--- src/rtl/rom_arbiter_if.sv ---
// Client- and ROM-side signal bundle for rom_arbiter.
// The arbiter connects through the slave modport; the clients and the ROM connect through master.
interface rom_arbiter_if #(
  parameter int AW = 3,
  parameter int DW = 8
);
  // Handshake: each req is a level request, with its add held stable while req is high.
  // gnt is a one-cycle pulse that marks acceptance, and the client drops req in that cycle
  // to make exactly one read. rvalid is a one-cycle strobe that cannot be stalled. rdata
  // holds its value between strobes.
  logic          req0;
  logic          req1;
  logic [AW-1:0] add0;
  logic [AW-1:0] add1;
  logic          gnt0;
  logic          gnt1;
  logic          rvalid0;
  logic          rvalid1;
  logic [DW-1:0] rdata0;
  logic [DW-1:0] rdata1;
  logic          rom_rd;
  logic [AW-1:0] rom_add;
  logic [DW-1:0] rom_data;
  logic          busy;
  logic [7:0]    rd_count;

  modport master (
    output req0, req1, add0, add1, rom_data,
    input  gnt0, gnt1, rvalid0, rvalid1, rdata0, rdata1, rom_rd, rom_add, busy, rd_count
  );

  modport slave (
    input  req0, req1, add0, add1, rom_data,
    output gnt0, gnt1, rvalid0, rvalid1, rdata0, rdata1, rom_rd, rom_add, busy, rd_count
  );
endinterface

--- src/rtl/rom_arbiter.sv ---
// Two-client read arbiter and sequencer for the 8x8 synchronous ROM (one read per 3 cycles).
// The default build uses round-robin arbitration. Defining ROM_ARB_FIXED_PRI_EN makes client 0 win every contention.
module rom_arbiter #(
  parameter int AW = 3,
  parameter int DW = 8
) (
  input  logic         clk,
  input  logic         rst_n,
  rom_arbiter_if.slave bus,
  output logic [1:0]   dbg_state
);

  typedef enum logic [1:0] {
    IDLE    = 2'd0,
    ISSUE   = 2'd1,
    CAPTURE = 2'd2
  } state_t;

  state_t state;
  state_t state_nx;
  logic   grant;
  logic   capture;
  logic   win;
  logic   owner;

`ifdef ROM_ARB_FIXED_PRI_EN
  assign win = ~bus.req0;
`else
  logic last;

  // On contention, the client that did not win last time gets the grant.
  assign win = (bus.req0 && bus.req1) ? ~last : bus.req1;

  always_ff @(posedge clk or negedge rst_n) begin
    if (!rst_n)     last <= 1'b1;
    else if (grant) last <= win;
  end
`endif

  always_ff @(posedge clk or negedge rst_n) begin
    if (!rst_n) state <= IDLE;
    else        state <= state_nx;
  end

  always_comb begin
    state_nx = state;
    case (state)
      IDLE:    if (bus.req0 || bus.req1) state_nx = ISSUE;
      ISSUE:   state_nx = CAPTURE;
      CAPTURE: state_nx = IDLE;
      default: state_nx = IDLE;
    endcase
  end

  always_comb begin
    grant   = 1'b0;
    capture = 1'b0;
    case (state)
      IDLE:    grant   = bus.req0 || bus.req1;
      CAPTURE: capture = 1'b1;
      default: ;
    endcase
  end

  assign bus.busy  = (state != IDLE);
  assign dbg_state = state;

  // The grant and response strobes are set only by their trigger, so every other edge clears them.
  always_ff @(posedge clk or negedge rst_n) begin
    if (!rst_n) begin
      bus.gnt0     <= 1'b0;
      bus.gnt1     <= 1'b0;
      bus.rom_rd   <= 1'b0;
      bus.rom_add  <= '0;
      owner        <= 1'b0;
      bus.rvalid0  <= 1'b0;
      bus.rvalid1  <= 1'b0;
      bus.rdata0   <= '0;
      bus.rdata1   <= '0;
      bus.rd_count <= '0;
    end else begin
      bus.gnt0    <= grant && !win;
      bus.gnt1    <= grant && win;
      bus.rom_rd  <= grant;
      bus.rvalid0 <= capture && !owner;
      bus.rvalid1 <= capture && owner;
      if (grant) begin
        owner       <= win;
        bus.rom_add <= win ? bus.add1 : bus.add0;
      end
      if (capture) begin
        if (owner) bus.rdata1 <= bus.rom_data;
        else       bus.rdata0 <= bus.rom_data;
        bus.rd_count <= bus.rd_count + 8'd1;
      end
    end
  end

endmodule

--- src/flat_wrapper.sv ---
// flat-port wrapper written by rule: the top's interface ports become plain ports
module rom_arbiter_flat 
#(
  parameter int AW = 3,
  parameter int DW = 8
)
  (clk, rst_n, dbg_state, bus_req0, bus_req1, bus_add0, bus_add1, bus_rom_data, bus_gnt0, bus_gnt1, bus_rvalid0, bus_rvalid1, bus_rdata0, bus_rdata1, bus_rom_rd, bus_rom_add, bus_busy, bus_rd_count);
  rom_arbiter_if #(.AW(AW), .DW(DW)) bus_i ();
  input  logic clk;
  input  logic rst_n;
  output logic [1:0] dbg_state;
  input wire logic [$bits(bus_i.req0)-1:0] bus_req0;
  input wire logic [$bits(bus_i.req1)-1:0] bus_req1;
  input wire logic [$bits(bus_i.add0)-1:0] bus_add0;
  input wire logic [$bits(bus_i.add1)-1:0] bus_add1;
  input wire logic [$bits(bus_i.rom_data)-1:0] bus_rom_data;
  output wire logic [$bits(bus_i.gnt0)-1:0] bus_gnt0;
  output wire logic [$bits(bus_i.gnt1)-1:0] bus_gnt1;
  output wire logic [$bits(bus_i.rvalid0)-1:0] bus_rvalid0;
  output wire logic [$bits(bus_i.rvalid1)-1:0] bus_rvalid1;
  output wire logic [$bits(bus_i.rdata0)-1:0] bus_rdata0;
  output wire logic [$bits(bus_i.rdata1)-1:0] bus_rdata1;
  output wire logic [$bits(bus_i.rom_rd)-1:0] bus_rom_rd;
  output wire logic [$bits(bus_i.rom_add)-1:0] bus_rom_add;
  output wire logic [$bits(bus_i.busy)-1:0] bus_busy;
  output wire logic [$bits(bus_i.rd_count)-1:0] bus_rd_count;
  assign bus_i.req0 = bus_req0;
  assign bus_i.req1 = bus_req1;
  assign bus_i.add0 = bus_add0;
  assign bus_i.add1 = bus_add1;
  assign bus_i.rom_data = bus_rom_data;
  assign bus_gnt0 = bus_i.gnt0;
  assign bus_gnt1 = bus_i.gnt1;
  assign bus_rvalid0 = bus_i.rvalid0;
  assign bus_rvalid1 = bus_i.rvalid1;
  assign bus_rdata0 = bus_i.rdata0;
  assign bus_rdata1 = bus_i.rdata1;
  assign bus_rom_rd = bus_i.rom_rd;
  assign bus_rom_add = bus_i.rom_add;
  assign bus_busy = bus_i.busy;
  assign bus_rd_count = bus_i.rd_count;
  rom_arbiter #(.AW(AW), .DW(DW)) u_core (.clk(clk), .rst_n(rst_n), .bus(bus_i), .dbg_state(dbg_state));
endmodule
--- config.mk ---
export PLATFORM = sky130hd
export DESIGN_NAME = rom_arbiter_flat
export DESIGN_NICKNAME = d
export VERILOG_FILES = /design/src/rtl/rom_arbiter_if.sv /design/src/rtl/rom_arbiter.sv /design/src/flat_wrapper.sv
export SDC_FILE = /design/constraint.sdc
export NUM_CORES = 1
export LEC_CHECK = 0
export ABC_AREA = 1
export CAP_MARGIN = 20
export CORE_MARGIN = 4
export CORE_UTILIZATION = 48
export DETAILED_ROUTE_END_ITERATION = 8
export PLACE_DENSITY_LB_ADDON = 0.2
export RECOVER_POWER = 25
export SYNTH_ARGS = -nofsm -noshare
export SYNTH_HDL_FRONTEND = slang
export SYNTH_SLANG_ARGS = --single-unit
--- constraint.sdc ---
create_clock -name clk -period 2.21 [get_ports clk]
set_input_delay 0.663 -clock clk [delete_from_list [all_inputs] [get_ports clk]]
set_output_delay 0.663 -clock clk [all_outputs]
set_load 0.005 [all_outputs]
==> impl_metrics.toml <==
[die]
die_h_um = 65.3
die-area_sq_um = 4270
num_rows = 20
die_w_um = 65.3
ios = 53
fp.coreArea_sq_um = 3100
initial_core_util_pct = 50.8

[clocking]
post_cts_buffers = 0
cts_tree = "yes"
cts.clk_slew.worst_paths_ns = 0.10
cts_buffers = 5
clk_latency_ns = 0.33
cts_root_buffer = "clkbuf_4"
cts.sinks = 36
h-tree-depth = 2
clock_path_buffers = 2

[global_routing]
grt.overflow.total = 0
met3_usage_pct = 6.15
grt_max_degree = 37
grtUsageTotal_pct = 16.2
first_global_vias = 1243
busiest_layer = "met2"
globalRouteMet2Util_pct = 27.2
met1_usage_pct = 17.7
grt_antenna_before_repair = 0
grt_pass1_wl_mm = 5.25

[power]
powerDensity_nw_per_um2 = 1250
leakagePower_nw = 1.11
total_power_mw = 2.72
ir_worst_vdd_uv = 725

[setup_path]
slowest_delay_ns = 0.52
arrival_ns = 1.44
critPathKind = "flop to output pin"
path_cells = "inv_1 -> nand2_2 -> clkdlybuf4s50_1"
critical_path_peak_fanout = 5
cp-start-kind = "flop"
cp_top_family = "buffers and inverters"
crit_path_end_kind = "output pin"
slowest_stage = "clkdlybuf4s50_1"
cp.required_ns = 1.55
worst-path-buf-inv = 2
r2r_setup_slack_ns = 0.71

[route]
first_pass_iters = 4
drc_errors = 0
routedWlPerCell_um = 11.8
ant_nets = 0
totalWireLength_mm = 3.10
vias = 1225
drt-initial-drc-count = 41
vias_per_cell = 4.68

[timing]
rsz0062_at_grt = "no"
timing.hold.ws_ns = 0.424
max_freq_ghz = 0.476
post-route-min-period_ns = 2.10
fin_tns_setup_ns = 0
final.setup.worst_slack_ns = 0.109
drv_slew = 0
min_period_over_period_pct = 95.1
fin_skew_ns = 0.00752
slew_headroom_pct = 41.9
setup_viol = 0
tightest_slew_ns = 0.871
hold_violations = 0

[yosys]
synth_area_leader_cell = "dfrtp_1"
synth_area_leaders = "dfrtp_1 56%, nand2_1 11%, o21ai_2 8.9%, inv_1 6.7%, nand2_4 2.1%"
syn_area_sq_um = 1580
avgSynthCellArea_sq_um = 9.86
synth-seq-cells = 36
syn_inst = 160
synth_cell_types = 21
syn_nets = 179
synth_top_area_share_pct = 55.5
ys_warn_count = 0
yosysSeqAreaShare_pct = 57.2

[place]
io_buffers = 52
dp_cells = 254
dpl-instance-area_sq_um = 2130
hpwl_mm = 2.33
post-place-ws_ns = 0.360
routabilityCongestion = 0.892

[cells_and_area]
final_cell_count_no_fill = 262
antenna_cells = 0
layout-drive-gt1-share_pct = 17.9
nNetsFinal = 236
fin_util_pct = 70.2
final_area_sq_um = 2180
area_growth_pct = 38.0

[run_status]
status = "completed"

[worst_hold_path]
min-delay-path-class = "primary input to asynchronous set/reset pin"

[run]
cap_violations = 0
-- cells in the mapped netlist (all sizes together) --
| cell | count |
|---|---|
| a21oi | 3 |
| buf | 2 |
| dfrtp | 35 |
| dfstp | 1 |
| ha | 1 |
| inv | 32 |
| nand2 | 52 |
| nand3 | 6 |
| nand3b | 1 |
| nor2 | 5 |
| nor3 | 1 |
| o21ai | 17 |
| xnor2 | 1 |
| xor2 | 3 |
-- logic make-up (layout without fill, tap and decap cells) --
family | Yosys count | after routing | synth area share [%]
and+or+nand+nor | 65 | 65 | 18.9
xor gates and xnor gates | 4 | 4 | 2.22
AOI/OAI and AO/OA | 20 | 20 | 11.6
DFF | 36 | 36 | 57.2
adders and majority gates | 1 | 1 | 0.793
buffers and inverters | 34 | 92 | 9.36
-- worst reg2reg max path, stage by stage, from the launching register on --
cell and delay (ns):
dfrtp_2 0.44, nand2_1 0.21, clkinvlp_2 0.31, nand2_4 0.30, nand2_1 0.11, o21ai_2 0.06
-- layout make-up --
class	count	area, sq um
sequential	36	903
timing repair buffer	52	515
tap	44	55.1
clock buffer	6	51.3
clock inverter	2	10.0
fill	268	926
multi-input combinational	90	520
inverter	32	121
-- power breakdown --
group          internal (mW)  switching, mW
Combinational          0.695          0.534
Sequential             0.950          0.184
Clock                  0.151          0.207
-- repair_timing --
| item | 4_1_cts | 5_1_grt |
|---|---|---|
| gates resized for setup | 1 | 0 |
| hold buffers | 0 | 0 |
| setup endpoints to repair | 1 | 0 |
-- path summary, 6_finish.rpt --
check	start	endpoint	cells past startpoint
min in group clk	u_core.dbg_state[1]	u_core.dbg_state[1]	1
worst max-delay path	u_core.dbg_state[1]	bus_busy	3
worst max register to register	u_core.dbg_state[1]	u_core.bus.rdata1[7]	5
max in group asynchronous	rst_n	u_core.dbg_state[1]	1
worst min-delay path	rst_n	u_core.bus.gnt0	1
worst min register to register	u_core.dbg_state[1]	u_core.dbg_state[1]	1
-- flip-flops by register name, indices dropped and copies added (netlist names) --
name and cells:
u_core.bus.gnt0 1, u_core.bus.gnt1 1, u_core.bus.rd_count 8, u_core.bus.rdata0 8, u_core.bus.rdata1 8, u_core.bus.rom_add 3
u_core.bus.rom_rd 1, u_core.bus.rvalid0 1, u_core.bus.rvalid1 1, u_core.dbg_state 2, u_core.last 1, u_core.owner 1
-- placed cells by master, fill, tap and decap left out, types with 3 or more instances in the layout --
master            n
nand3_1           6
o21ai_2          16
inv_2             3
dfrtp_1          34
nand2_1          49
xor2_1            3
clkbuf_4          5
nor2_1            3
inv_1            28
clkdlybuf4s50_1  51
-- per-layer routing --
| metal | routed length, um | up-vias |
|---|---|---|
| li1 | - | 601 |
| met1 | 1240 | 576 |
| met2 | 1570 | 40 |
| met3 | 231 | 8 |
| met4 | 57 | 0 |
| met5 | 0 | - |
No activity file was read; power rests on OpenSTA's default activity.
